--- config.mk ---
export PLATFORM = sky130hd
export DESIGN_NAME = synapse_feeder
export DESIGN_NICKNAME = d
export VERILOG_FILES = /design/src/rtl/synapse_feeder.sv
export SDC_FILE = /design/constraint.sdc
export NUM_CORES = 2
export LEC_CHECK = 0
export CORE_ASPECT_RATIO = 2
export CORE_UTILIZATION = 47
export CTS_CLUSTER_DIAMETER = 150
export DETAILED_ROUTE_END_ITERATION = 10
export PLACE_DENSITY = 0.72
export SLEW_MARGIN = 20
export SYNTH_ARGS = -nofsm -noshare
export SYNTH_HDL_FRONTEND = slang
export SYNTH_SLANG_ARGS = --single-unit
--- constraint.sdc ---
create_clock -name clock -period 3.65 [get_ports clock]
set_input_delay 0.73 -clock clock [delete_from_list [all_inputs] [get_ports clock]]
set_output_delay 0.73 -clock clock [all_outputs]
set_load 0.01 [all_outputs]
--- src/rtl/synapse_feeder.sv ---
// synapse_feeder: streams one dot-product vector into a downstream MAC stage.
// Activations arrive on a valid/ready handshake.  Each accepted activation is
// paired with weight[idx] from a small local memory and presented to the MAC
// exactly one cycle later, with first/last markers.  Operands pass bit-exact.
module synapse_feeder #(
  parameter int DEPTH = 64,
  parameter int AW    = 6
) (
  input  logic          clock,
  input  logic          reset,
  input  logic          w_we,
  input  logic [AW-1:0] w_addr,
  input  logic [31:0]   w_data,
  input  logic          start,
  input  logic [AW:0]   vec_len,
  input  logic          act_valid,
  input  logic [31:0]   act_data,
  output logic          act_ready,
  output logic          mac_ivalid,
  output logic          mac_control,
  output logic [31:0]   mac_a,
  output logic [31:0]   mac_b,
  output logic          mac_last,
  output logic          busy,
  output logic          done,
  output logic          err
);

  typedef enum logic [1:0] {
    S_IDLE  = 2'd0,
    S_RUN   = 2'd1,
    S_DRAIN = 2'd2
  } state_t;

  localparam logic [AW:0] DEPTH_L = (AW + 1)'(DEPTH);

  // Weight storage; deliberately has no reset so weights survive a reset.
  logic [31:0] mem [DEPTH];

  state_t      state_q, state_d;
  logic [AW-1:0] idx_q, idx_d;
  logic [AW:0] len_q, len_d;
  logic        ivalid_q, ivalid_d;
  logic        ctrl_q, ctrl_d;
  logic        last_q, last_d;
  logic        done_q, done_d;
  logic        err_q, err_d;
  logic [31:0] a_q, a_d;
  logic [31:0] b_q, b_d;

  logic accept_s;
  logic is_last_s;
  logic len_ok_s;

  // Weight write port: only honoured while idle so a running vector sees stable weights.
  always_ff @(posedge clock) begin
    if (w_we && (state_q == S_IDLE)) begin
      mem[w_addr] <= w_data;
    end
  end

  // Next-state and next-output logic; the weight read lands in b_q, giving a synchronous read.
  always_comb begin
    state_d  = state_q;
    idx_d    = idx_q;
    len_d    = len_q;
    ivalid_d = 1'b0;
    ctrl_d   = 1'b0;
    last_d   = 1'b0;
    done_d   = 1'b0;
    err_d    = 1'b0;
    a_d      = a_q;
    b_d      = b_q;

    accept_s  = act_valid && (state_q == S_RUN);
    is_last_s = ({1'b0, idx_q} == (len_q - (AW + 1)'(1)));
    len_ok_s  = (vec_len != '0) && (vec_len <= DEPTH_L);

    case (state_q)
      S_IDLE: begin
        if (start) begin
          if (len_ok_s) begin
            state_d = S_RUN;
            len_d   = vec_len;
            idx_d   = '0;
          end else begin
            err_d = 1'b1;
          end
        end else begin
          state_d = S_IDLE;
        end
      end
      S_RUN: begin
        if (accept_s) begin
          ivalid_d = 1'b1;
          ctrl_d   = (idx_q == '0);
          last_d   = is_last_s;
          done_d   = is_last_s;
          a_d      = act_data;
          b_d      = mem[idx_q];
          if (is_last_s) begin
            // idx holds at len-1 so it never wraps inside a vector.
            state_d = S_DRAIN;
          end else begin
            idx_d = idx_q + AW'(1);
          end
        end else begin
          state_d = S_RUN;
        end
      end
      S_DRAIN: begin
        state_d = S_IDLE;
      end
      default: begin
        state_d = S_IDLE;
      end
    endcase
  end

  // State and output registers with synchronous reset.
  always_ff @(posedge clock) begin
    if (reset) begin
      state_q  <= S_IDLE;
      idx_q    <= '0;
      len_q    <= '0;
      ivalid_q <= 1'b0;
      ctrl_q   <= 1'b0;
      last_q   <= 1'b0;
      done_q   <= 1'b0;
      err_q    <= 1'b0;
      a_q      <= 32'd0;
      b_q      <= 32'd0;
    end else begin
      state_q  <= state_d;
      idx_q    <= idx_d;
      len_q    <= len_d;
      ivalid_q <= ivalid_d;
      ctrl_q   <= ctrl_d;
      last_q   <= last_d;
      done_q   <= done_d;
      err_q    <= err_d;
      a_q      <= a_d;
      b_q      <= b_d;
    end
  end

  // Status outputs decode the state register only, so act_ready has no path from act_valid.
  assign act_ready   = (state_q == S_RUN);
  assign busy        = (state_q != S_IDLE);
  assign mac_ivalid  = ivalid_q;
  assign mac_control = ctrl_q;
  assign mac_last    = last_q;
  assign mac_a       = a_q;
  assign mac_b       = b_q;
  assign done        = done_q;
  assign err         = err_q;

endmodule

==> out/qor.csv <==
stage,metric,value,unit
status,outcome,"finished, final reports clean",
synth,synth_nets,3781,
placement,routabilityCongestion,0.8410,
synth,synthMuxAreaShare,0.1639,
global_route,globalRouteOverflowTotal,0,
floorplanning,initial_core_util,0.4738,
floorplanning,die_h,590.7,um
power_and_ir_drop,p_comb_frac,0.031,
critical_path,cp.arrival,4.08,ns
power_and_ir_drop,power.leakage,28.38,nW
layout,final_common_cell,edfxtp_1,
floorplanning,dieWidth,296.3,um
power_and_ir_drop,pwr-share-seq,0.562,
synth,ys_ff_latch,2131,
timing,slew_violations,0,
floorplanning,die-area,0.1750,mm2
cts,h-tree-depth,4,
timing,skew,0.02916,ns
floorplanning,io_pins,153,
critical_path,startpoint,idx_q[1],
timing,setup_viol,0,
power_and_ir_drop,net-switching-power,9.435,mW
hold_path,min_from,w_data[17],
power_and_ir_drop,total_power,47.92,mW
timing,rsz0062_at_grt,no,
synth,syn_area,0.08144,mm2
detailed_routing,num_vias,40160,
global_route,track_usage,0.2433,
timing,timing.setup.tns,0,ns
layout,area_growth,14.72,%
cts,clk_path_buf_depth,4,
power_and_ir_drop,p_clk_frac,0.407,
critical_path,crit_type,reg -> reg,
timing,period_needed,3.479,ns
critical_path,worstPathRequired,4.25,ns
synth,synth_edf_count,2048,
critical_path,crit_path_end_kind,flop,
synth,ys_seq_area_frac,0.7755,
placement,port_buffers,152,
power_and_ir_drop,p_sw_frac,0.1969,
cts,cts_setup_buffers,0,
power_and_ir_drop,p_int,38.49,mW
cts,tritoncts,built,
synth,synth_xor_area_frac,0.001075,
hold_path,hp-class,in -> reg,
global_route,grt_pass1_wl,297900,um
cts,root_buffer,clkbuf_16,
timing,whs,0.3494,ns
flow_run,cap_viol_max_count,0,
layout,final_cell_mix,"edfxtp_1, mux4_2, nand2_1",
timing,tightest_slew,1.139,ns
global_route,grt_max_degree,70,
synth,synth-simple-area-share,0.02520,
cts,clock_latency,0.81,ns
synth,async_flop_share,0,
timing,period_share,0.9532,
critical_path,path_max_fanout,28,
placement,dpl.hpwl,123200,um
power_and_ir_drop,vdd_drop_max,0.4100,mV
detailed_routing,wl,210800,um
timing,relSlewSlack,0.2408,
layout,nFillCells,12520,
layout,final_layout_size_suffix_gt1_frac,0.2783,
detailed_routing,dr.pass1.iters,5,
cts,clk_pin_slew,0.07,ns
detailed_routing,drt-vias-per-instance,6.240,
floorplanning,core-area,0.1719,mm2
synth,synth_compound_area_frac,0.01985,
global_route,grt_pass1_vias,41340,
layout,fin_nets,4110,
critical_path,r2r_start,idx_q[1],
detailed_routing,ant_nets,0,
power_and_ir_drop,cellPowerDensity,512.9,mW/mm2
cts,cts_made_buffers,168,
layout,seq_area,0.06318,mm2
synth,synth_fa_ha_area_frac,0.0004609,
synth,syn_avg_cell_area,22.03,um2
synth,synth.distinct_cells,59,
synth,yosysWarnings,0,
detailed_routing,drt_iter0_markers,4720,
synth,synth_cells,3696,
floorplanning,rows,215,
cts,hold_buffers,0,
global_route,antenna_found_initial,11,
timing,hold_viol,0,
synth,ys.flop_type,edfxtp_1,
cts,cts_resized,0,
detailed_routing,drc,0,
detailed_routing,wl_per_cell,32.76,um
synth,synth_top_family_by_area,multiplexers,
cts,numClockSinks,2131,
critical_path,cp-start-kind,flop,
timing,fmax,0.2874,GHz
layout,multi_input_area,0.01763,mm2
-- state kept, by name (all words and copies together), names as in the netlist --
name and count:
len_q 7, err 1, mac_a 32, mac_control 1, idx_q 6, state_q 2
done 1, mem 2048, mac_b 32, mac_ivalid 1
-- stage by stage --
step	instance area, um2	instances	worst slack [ns]	util
6_report	93430	6436	0.1708	0.5435
5_1_grt	93410	6430	0.07786	0.5434
4_1_cts	93310	6425	0.1843	0.5428
3_5_place_dp	87550	6130	0.1934	0.5093
3_3_place_gp	87550	6130	0.1937	0.5093
2_1_floorplan	81440	3696	0.3103	-
-- cell type report --
class / count / area share
Clock inverter: 92 / 0.01351
Clock buffer: 203 / 0.04818
Tap cell: 2278 / 0.03051
Sequential cell: 2131 / 0.6762
Timing Repair Buffer: 360 / 0.04208
Antenna cell: 8 / 0.0002143
Multi-Input combinational cell: 1350 / 0.1887
Inverter: 14 / 0.0006160
-- power groups by stage --
| stage | clock network [mW] | registers [mW] | logic (mW) |
|---|---|---|---|
| detailed placement | 0 | 27.5 | 1.48 |
| floorplan | 0 | 27.5 | 0.722 |
| global placement | 0 | 27.5 | 1.44 |
| global route | 20.4 | 26.9 | 1.58 |
| finish | 19.5 | 26.9 | 1.49 |
| CTS | 19.7 | 26.9 | 1.49 |
-- worst max-delay path, cell delays in order, from the launching register on --
cell       delay, ns
dfxtp_4         0.68
buf_12          0.28
buf_4           0.31
xor2_1          0.16
and3_1          0.16
o2111ai_1       0.50
and3_1          0.36
o21ai_0         0.73
-- worst paths after layout --
check                                  end  slack (ns)  cells past startpoint
worst max-delay path              idx_q[4]        0.17                      7
worst max register to register    idx_q[4]        0.17                      7
worst min register to register    mac_a[1]        0.46                      2
worst min-delay path            mem[6][17]        0.35                      1
-- synth_stat cells (18+ instances only) --
cell type  instances  area share
edfxtp_1        2048        0.76
mux4_2           554        0.15
nand2_1          205      0.0094
nor2_1           124      0.0057
dfxtp_1           83       0.020
clkbuf_1          72      0.0033
buf_2             64      0.0039
mux2i_1           54      0.0066
a21oi_1           53      0.0033
nor2b_1           51      0.0039
nand3_1           37      0.0023
mux2_2            29      0.0040
o22ai_1           28      0.0022
buf_4             26      0.0024
a31oi_1           23      0.0018
a211oi_1          22      0.0020
buf_6             21      0.0029
a2111oi_0         20      0.0022
buf_1             18     0.00083
-- per-layer routing --
| metal | vias up | track usage | share of wire |
|---|---|---|---|
| li1 | 16110 | - | - |
| met1 | 21330 | 0.2829 | 0.33 |
| met2 | 2232 | 0.4393 | 0.54 |
| met3 | 491 | 0.03176 | 0.083 |
| met4 | 4 | 0.1190 | 0.051 |
| met5 | - | 0 | 0.00013 |
-- logic make-up (layout without fill, tap and decap cells) --
logic type | count (synthesis) | in the layout
xor+xnor | 10 | 10
compound gates | 234 | 234
other cells | 0 | 8
flops | 2131 | 2131
simple gates | 466 | 466
buf+inv | 215 | 669
fa+ha+maj | 3 | 3
mux | 637 | 637
(Power assumes the default switching activity.)
